File: src/rtl/fsm_arb_pkg.sv
// Shared types for the four-agent round-robin arbiter.
// State enum, agent count and the owner/pointer index type.
package fsm_arb_pkg;

  localparam int N_AGENTS = 4;

  typedef logic [1:0] idx_t;

  typedef enum logic {
    IDLE,
    GRANT
  } state_t;

endpackage

File: src/rtl/rr_pick.sv
// Rotating-priority picker: first eligible agent at ptr, ptr+1, ...
// Purely combinational; pick is one-hot and matches idx when valid.
module rr_pick
  import fsm_arb_pkg::*;
(
  input  logic [N_AGENTS-1:0] elig,
  input  idx_t                ptr,
  output logic [N_AGENTS-1:0] pick,
  output idx_t                idx,
  output logic                valid
);

  idx_t cand;

  always_comb begin
    pick  = '0;
    idx   = '0;
    valid = 1'b0;
    cand  = '0;
    for (int i = 0; i < N_AGENTS; i++) begin
      cand = ptr + idx_t'(i);
      if (!valid && elig[cand]) begin
        valid = 1'b1;
        idx   = cand;
      end
    end
    if (valid) pick[idx] = 1'b1;
  end

endmodule

File: src/rtl/fsm_rr_arbiter.sv
// Four-agent round-robin arbiter with a per-grant hold limit.
// A revoked agent stays locked out until it drops its request.
module fsm_rr_arbiter
  import fsm_arb_pkg::*;
#(
  parameter int MAX_HOLD = 16
) (
  input  logic       clock,
  input  logic       reset_n,
  input  logic       req_0,
  input  logic       req_1,
  input  logic       req_2,
  input  logic       req_3,
  output logic       gnt_0,
  output logic       gnt_1,
  output logic       gnt_2,
  output logic       gnt_3,
  output logic [1:0] owner,
  output logic       busy,
  output logic       timeout
);

  localparam int HW =
    (MAX_HOLD < 1) ? 1 : $clog2(MAX_HOLD + 1);
  localparam logic [HW-1:0] LIM =
    HW'((MAX_HOLD < 1) ? 0 : MAX_HOLD - 1);
  localparam bit LIMIT_ON = (MAX_HOLD != 0);

  state_t st, st_n;
  idx_t ptr, ptr_n;
  idx_t own, own_n;
  logic [N_AGENTS-1:0] req, elig;
  logic [N_AGENTS-1:0] lock, lock_n;
  logic [N_AGENTS-1:0] gnt, gnt_n;
  logic [HW-1:0] hold, hold_n;
  logic busy_r, busy_n;
  logic to_r, to_n;

  logic [N_AGENTS-1:0] pick;
  idx_t pick_idx;
  logic pick_vld;

  assign req  = {req_3, req_2, req_1, req_0};
  assign elig = req & ~lock;

  rr_pick u_pick (
    .elig  (elig),
    .ptr   (ptr),
    .pick  (pick),
    .idx   (pick_idx),
    .valid (pick_vld)
  );

  always_comb begin
    st_n   = st;
    ptr_n  = ptr;
    own_n  = own;
    gnt_n  = gnt;
    hold_n = hold;
    to_n   = 1'b0;
    lock_n = lock & req;
    unique case (st)
      IDLE: begin
        if (pick_vld) begin
          gnt_n  = pick;
          own_n  = pick_idx;
          hold_n = '0;
          st_n   = GRANT;
        end else begin
          gnt_n = '0;
        end
      end
      GRANT: begin
        if (!req[own]) begin
          gnt_n = '0;
          ptr_n = own + idx_t'(1);
          st_n  = IDLE;
        end else if (LIMIT_ON && hold == LIM) begin
          gnt_n       = '0;
          to_n        = 1'b1;
          lock_n[own] = 1'b1;
          ptr_n       = own + idx_t'(1);
          st_n        = IDLE;
        end else if (hold != '1) begin
          hold_n = hold + 1'b1;
        end
      end
    endcase
    busy_n = |gnt_n;
  end

  always_ff @(posedge clock or negedge reset_n) begin
    if (!reset_n) begin
      st     <= IDLE;
      ptr    <= '0;
      own    <= '0;
      gnt    <= '0;
      hold   <= '0;
      lock   <= '0;
      busy_r <= 1'b0;
      to_r   <= 1'b0;
    end else begin
      st     <= st_n;
      ptr    <= ptr_n;
      own    <= own_n;
      gnt    <= gnt_n;
      hold   <= hold_n;
      lock   <= lock_n;
      busy_r <= busy_n;
      to_r   <= to_n;
    end
  end

  assign gnt_0   = gnt[0];
  assign gnt_1   = gnt[1];
  assign gnt_2   = gnt[2];
  assign gnt_3   = gnt[3];
  assign owner   = own;
  assign busy    = busy_r;
  assign timeout = to_r;

endmodule

File: config.mk
export PLATFORM = sky130hd
export DESIGN_NAME = fsm_rr_arbiter
export DESIGN_NICKNAME = d
export VERILOG_FILES = /design/src/rtl/fsm_arb_pkg.sv /design/src/rtl/rr_pick.sv /design/src/rtl/fsm_rr_arbiter.sv
export SDC_FILE = /design/constraint.sdc
export NUM_CORES = 1
export LEC_CHECK = 0
export ABC_CLOCK_PERIOD_IN_PS = 1700
export BUFFER_PORTS_ARGS = -buffer_cell sky130_fd_sc_hd__buf_4
export CAP_MARGIN = 10
export CORE_MARGIN = 1.5
export CORE_UTILIZATION = 40
export CTS_BUF_LIST = sky130_fd_sc_hd__clkbuf_4 sky130_fd_sc_hd__clkbuf_8
export CTS_CLUSTER_DIAMETER = 100
export DETAILED_ROUTE_END_ITERATION = 8
export PLACE_DENSITY_LB_ADDON = 0.2
export SLEW_MARGIN = 0
export SYNTH_ARGS = -nofsm -noshare
export SYNTH_HDL_FRONTEND = slang
export SYNTH_SLANG_ARGS = --single-unit
File: constraint.sdc
create_clock -name clock -period 1.7 [get_ports clock]
set_input_delay 0.255 -clock clock [delete_from_list [all_inputs] [get_ports clock]]
set_output_delay 0.255 -clock clock [all_outputs]
set_load 0.005 [all_outputs]
==> results of run 1 <==
-- registers in the layout (all words and copies together) (netlist names) --
name / flops
hold: 5
gnt: 4
lock: 4
owner: 2
ptr: 2
busy: 1
st: 1
timeout: 1
-- cells in the final DEF, fill, tap and decap left out, types with 3 or more instances in the layout --
cell type | netlist | routed
a22o_1 | 5 | 5
buf_4 | 0 | 18
clkbuf_4 | 0 | 3
dfrtp_1 | 20 | 20
ha_1 | 7 | 4
ha_2 | 0 | 3
inv_1 | 8 | 8
nand2_1 | 3 | 3
nand2b_1 | 4 | 4
nand3_1 | 3 | 3
nor2_1 | 3 | 3
o21ai_1 | 0 | 3
-- final timing paths --
path                                           from             endpoint  slack (ns)
min in group asynchronous                   reset_n    lock[1]$_DFF_PN0_        0.36
worst min-delay path                          req_2    lock[2]$_DFF_PN0_        0.20
worst max register to register  hold[1]$_DFFE_PN0P_       busy$_DFF_PN0_        0.09
max in group asynchronous                   reset_n  hold[2]$_DFFE_PN0P_        1.13
worst min register to register    lock[2]$_DFF_PN0_    lock[2]$_DFF_PN0_        0.52
worst max-delay path            hold[1]$_DFFE_PN0P_       busy$_DFF_PN0_        0.09
-- metrics by stage --
step	setup TNS (ns)	instance area, µm²	hold slack (ns)
global route	0	1250	0.193
global placement	0	1200	0.150
detailed placement	-0.0294	1200	0.147
finish	0	1250	0.201
CTS	0	1240	0.192
floorplan	0	1040	-0.0406
-- power groups by stage --
stage / Sequential [µW] / Combinational, µW / Clock, µW
after detailed placement: 738 / 785 / 0
after floorplan: 720 / 461 / 0
after CTS: 732 / 793 / 231
after global placement: 739 / 773 / 0
final: 737 / 797 / 223
after global routing: 759 / 885 / 250
-- per-layer routing --
metal,part of all wire,track usage,wire length [µm],vias to the layer above
li1,-,-,-,387
met1,0.52,0.231,1110,381
met2,0.42,0.242,900,18
met3,0.040,0.0250,86,5
met4,0.017,0.0875,37,0
met5,0,0,0,-
-- cell families after synthesis --
logic type               after synthesis  synth area share
AO/OA/AOI/OAI                         27             0.198
XOR/XNOR                               2            0.0168
adder cells (fa/ha/maj)                7            0.0838
buffers and inverters                 10            0.0431
flip-flops                            20             0.479
multiplexers                           1            0.0216
AND/OR/NAND/NOR                       26             0.158
-- synth_stat cells (all sizes together) (3+ instances only) --
cell    number  area share
nor2         3       0.011
nor2b        3       0.018
a22o         5       0.042
nand3        3       0.014
o21ai        5       0.024
ha           7       0.084
inv          8       0.029
nand2        3       0.011
and3         3       0.023
nand2b       5       0.037
dfrtp       20        0.48
-- critical path, stage by stage, from the launching register on --
cell and delay (ns):
dfrtp_1 0.41, ha_2 0.18, and3_4 0.18, ha_2 0.19, nand2b_4 0.14, or2_2 0.30
o21ai_1 0.14
-- final cells by class --
class / instances / area share
well taps: 30 / 0.0300
inverters: 8 / 0.0240
repair buffers: 19 / 0.116
clock buffers: 3 / 0.0180
multi-input cells: 63 / 0.411
flip-flops and latches: 20 / 0.400
-- what timing repair did --
action                                  4_1_cts  5_1_grt
endpoints found under the setup margin        3        5
setup buffers                                 0        0
endpoints found under the hold margin        20        0
hold buffers                                  1        0
gates resized for setup                       3        5
pin swaps                                     1        3
==> flow_metrics.tcl, run 1 <==
set metrics [dict create \
    status "finished, final reports clean" \
    cp_max_fo 5 \
    p_total_uw 1760 \
    max-vdd-ir-drop_v 0.000708 \
    critPathKind "reg -> reg" \
    clk_latency_ns 0.30 \
    p_sw_uw 668 \
    final_util 0.505 \
    worstRegToRegCells 6 \
    grt_pass1_vias 731 \
    die_w_um 54.1 \
    hpwl_mm 1.56 \
    drt_pass1_iterations 3 \
    power_density_mw_per_mm2 1410 \
    syn_area_mm2 0.00104 \
    cts_tree "yes" \
    syn-num-nets 106 \
    clk_pin_slew_ns 0.10 \
    end_kind "flop" \
    hold_depth 2 \
    vias_per_cell 5.53 \
    drive_above_1_share 0.274 \
    required_ns 1.93 \
    dp_slack_ns -0.0294 \
    ioPinCount 14 \
    wl_mm 2.13 \
    fillers 242 \
    fin_cells 143 \
    cp-start-kind "flop" \
    yosysUniqueCellTypes 34 \
    skew_ns 0.00415 \
    synth-main-ff-cell "dfrtp_1" \
    max_slew_margin 0.760 \
    initial_utilization 0.422 \
    hp-class "in -> reg" \
    grt_max_degree 21 \
    pwr-share-clk 0.127 \
    arrival_ns 1.84 \
    synthArstFlopShare 1.00 \
    io_buffers 13 \
    grt_usage 0.164 \
    cts-htree-levels 1 \
    seqPwrFrac 0.420 \
    overflow 0 \
    antenna-diode-count 0 \
    dieArea_mm2 0.00293 \
    slew_violations 0 \
    nets 128 \
    dp.cells 139 \
    coreArea_mm2 0.00248 \
    vias 791 \
    drv_cap 0 \
    yosys_warnings 0 \
    rows 18 \
    multi_input_area_um2 514 \
    rsz0062_at_grt "no" \
    finalWeightedCongestion 0.859 \
    syn_avg_cell_area_um2 11.2 \
    tightest_slew_ns 0.360 \
    clockRootBuffer "clkbuf_4" \
    p_comb_frac 0.454 \
    setup_violations 0 \
    finalCritPeriodShare 0.948 \
    hold_viol_final 0 \
    p_int_uw 1090 \
    grt_pass1_wl_mm 3.33 \
    min_period_ns 1.61 \
    seqCellArea_um2 500 \
    drc 0 \
    drt_iter0_markers 8 \
    antenna_found_initial 0 \
    switching_share 0.380 \
    p_leak_uw 0.000594 \
    ys_ff_latch 20 \
    seq_area_frac_synth 0.479 \
    cts_buffers 3 \
    post_drt_wl_per_cell_um 14.9 \
    die_h_um 54.1 \
    area_delta_synth_final_pct 19.6 \
    netlist_instances 93 \
    synth_enable_flop_cells 0 \
    clkSinkCount 20 \
    cts_buffer_depth 2 \
    layout_setup_ws_ns 0.0879 \
    fmax_ghz 0.620 \
    ant_nets 0 \
]
(Power assumes the default switching activity.)
==> run 2, diff against run 1 <==
- REMOVE_ABC_BUFFERS: unset -> 1
==> flow_metrics.tcl, run 2 (synthesis results as in run 1) <==
set metrics [dict create \
    ioPinCount 14 \
    die_h_um 54.1 \
    die_w_um 54.1 \
    dp.cells 139 \
    max-vdd-ir-drop_v 0.000808 \
    hp-class "in -> reg" \
    setup_violations 0 \
    layout_setup_ws_ns 0.0888 \
    clkSinkCount 20 \
    hold_viol_final 0 \
    required_ns 1.91 \
    tightest_slew_ns 0.393 \
    grt_pass1_wl_mm 3.59 \
    cp-start-kind "flop" \
    cts_buffer_depth 2 \
    layout_commonest_cell "dfrtp_1" \
    coreArea_mm2 0.00248 \
    min_period_ns 1.61 \
    path_cells "ha_2 -> and3_4 -> ha_2 -> nand2b_4 -> or2_2 -> o32ai_2" \
    cts-htree-levels 1 \
    ant_nets 0 \
    cp_slowest_stage_delay_ns 0.41 \
    cpMaxStageDelayCell "dfrtp_1" \
    clk_pin_slew_ns 0.11 \
    initial_utilization 0.422 \
    max_slew_margin 0.737 \
    final_util 0.508 \
    drc 0 \
    largest-register "hold" \
    status "finished, final reports clean" \
    dieArea_mm2 0.00293 \
    drv_cap 0 \
    critPathKind "reg -> reg" \
    fillers 240 \
    rows 18 \
    rsz0062_at_grt "no" \
    clk_latency_ns 0.30 \
    clockRootBuffer "clkbuf_4" \
    hpwl_mm 1.62 \
    end_kind "flop" \
    drive_above_1_share 0.283 \
    area_delta_synth_final_pct 20.4 \
    antenna_found_initial 0 \
    wl_mm 2.23 \
    drt_pass1_iterations 4 \
    cts_tree "yes" \
    cp_max_fo 5 \
    fin_area_mm2 0.00126 \
    vias_per_cell 5.49 \
    grt_usage 0.180 \
    p_leak_uw 0.000599 \
    vias 785 \
    nets 128 \
    finalWeightedCongestion 0.803 \
    crit_top_cell "ha_2" \
    antenna-diode-count 0 \
    fin_cells 143 \
    cts_buffers 3 \
    skew_ns 0.0114 \
    grt_max_degree 21 \
    slew_violations 0 \
    grt_pass1_vias 754 \
    drt_iter0_markers 17 \
    reg.largest.list "hold (5), gnt (4), lock (4)" \
    dp_slack_ns -0.00609 \
    io_buffers 13 \
    post_drt_wl_per_cell_um 15.6 \
    place_area_mm2 0.00120 \
    power_density_mw_per_mm2 1420 \
    fmax_ghz 0.621 \
    overflow 0 \
    cts_setup_buffers 0 \
    finalCritPeriodShare 0.948 \
    mostFrequentLayoutCells "dfrtp_1, buf_4, inv_1" \
    largest_reg_flops 5 \
    arrival_ns 1.82 \
]
## run 2: what timing repair did
item                                    CTS  global route
pin swaps                                 1             3
endpoints found under the setup margin    4            10
hold endpoints to repair                 20             0
hold buffers                              1             0
resized for setup                         2             5
## run 2: path summary, 6_finish.rpt
kind                                      from                   to  slack, ns  cells past startpoint
setup / recovery           hold[1]$_DFFE_PN0P_     gnt[3]$_DFF_PN0_       0.09                      6
hold / removal                           req_0    lock[0]$_DFF_PN0_       0.20                      2
setup reg to reg           hold[1]$_DFFE_PN0P_     gnt[3]$_DFF_PN0_       0.09                      6
hold reg to reg              lock[2]$_DFF_PN0_    lock[2]$_DFF_PN0_       0.52                      1
max in group asynchronous              reset_n  hold[0]$_DFFE_PN0P_       1.13                      2
min in group asynchronous              reset_n    lock[1]$_DFF_PN0_       0.35                      2
## run 2: final cells by class
cell class | instances | area [µm²] | area share
multi-input combinational | 63 | 522 | 0.415
sequential | 20 | 500 | 0.398
timing repair buffer | 19 | 145 | 0.115
tap | 30 | 37.5 | 0.0299
inverter | 8 | 30.0 | 0.0239
clock buffer | 3 | 22.5 | 0.0179
## run 2: critical path, delay by kind of cell, from the launching register on
family          cells  cell delay (ns)
fa+ha+maj           2             0.37
flops               1             0.41
compound gates      1             0.12
simple gates        3             0.63
## run 2: power breakdown
group          internal (µW)  switching [µW]  leakage [µW]
logic                    409             417      0.000323
clock network           82.6             140     0.0000138
registers                604             133      0.000262
total                   1100             691      0.000599
## run 2: stage by stage
stage / setup TNS, ns / hold WS (ns) / power, µW
global route: 0 / 0.202 / 1920
detailed placement: -0.00609 / 0.152 / 1540
finish: 0 / 0.198 / 1790
floorplan: 0 / -0.0406 / 1170
global placement: 0 / 0.149 / 1520
CTS: 0 / 0.187 / 1770
## run 2: metal layers
layer  part of all wire  GRT usage
met1               0.45      0.228
met2               0.49      0.280
met3              0.041     0.0583
met4              0.015     0.0750
met5                  0          0
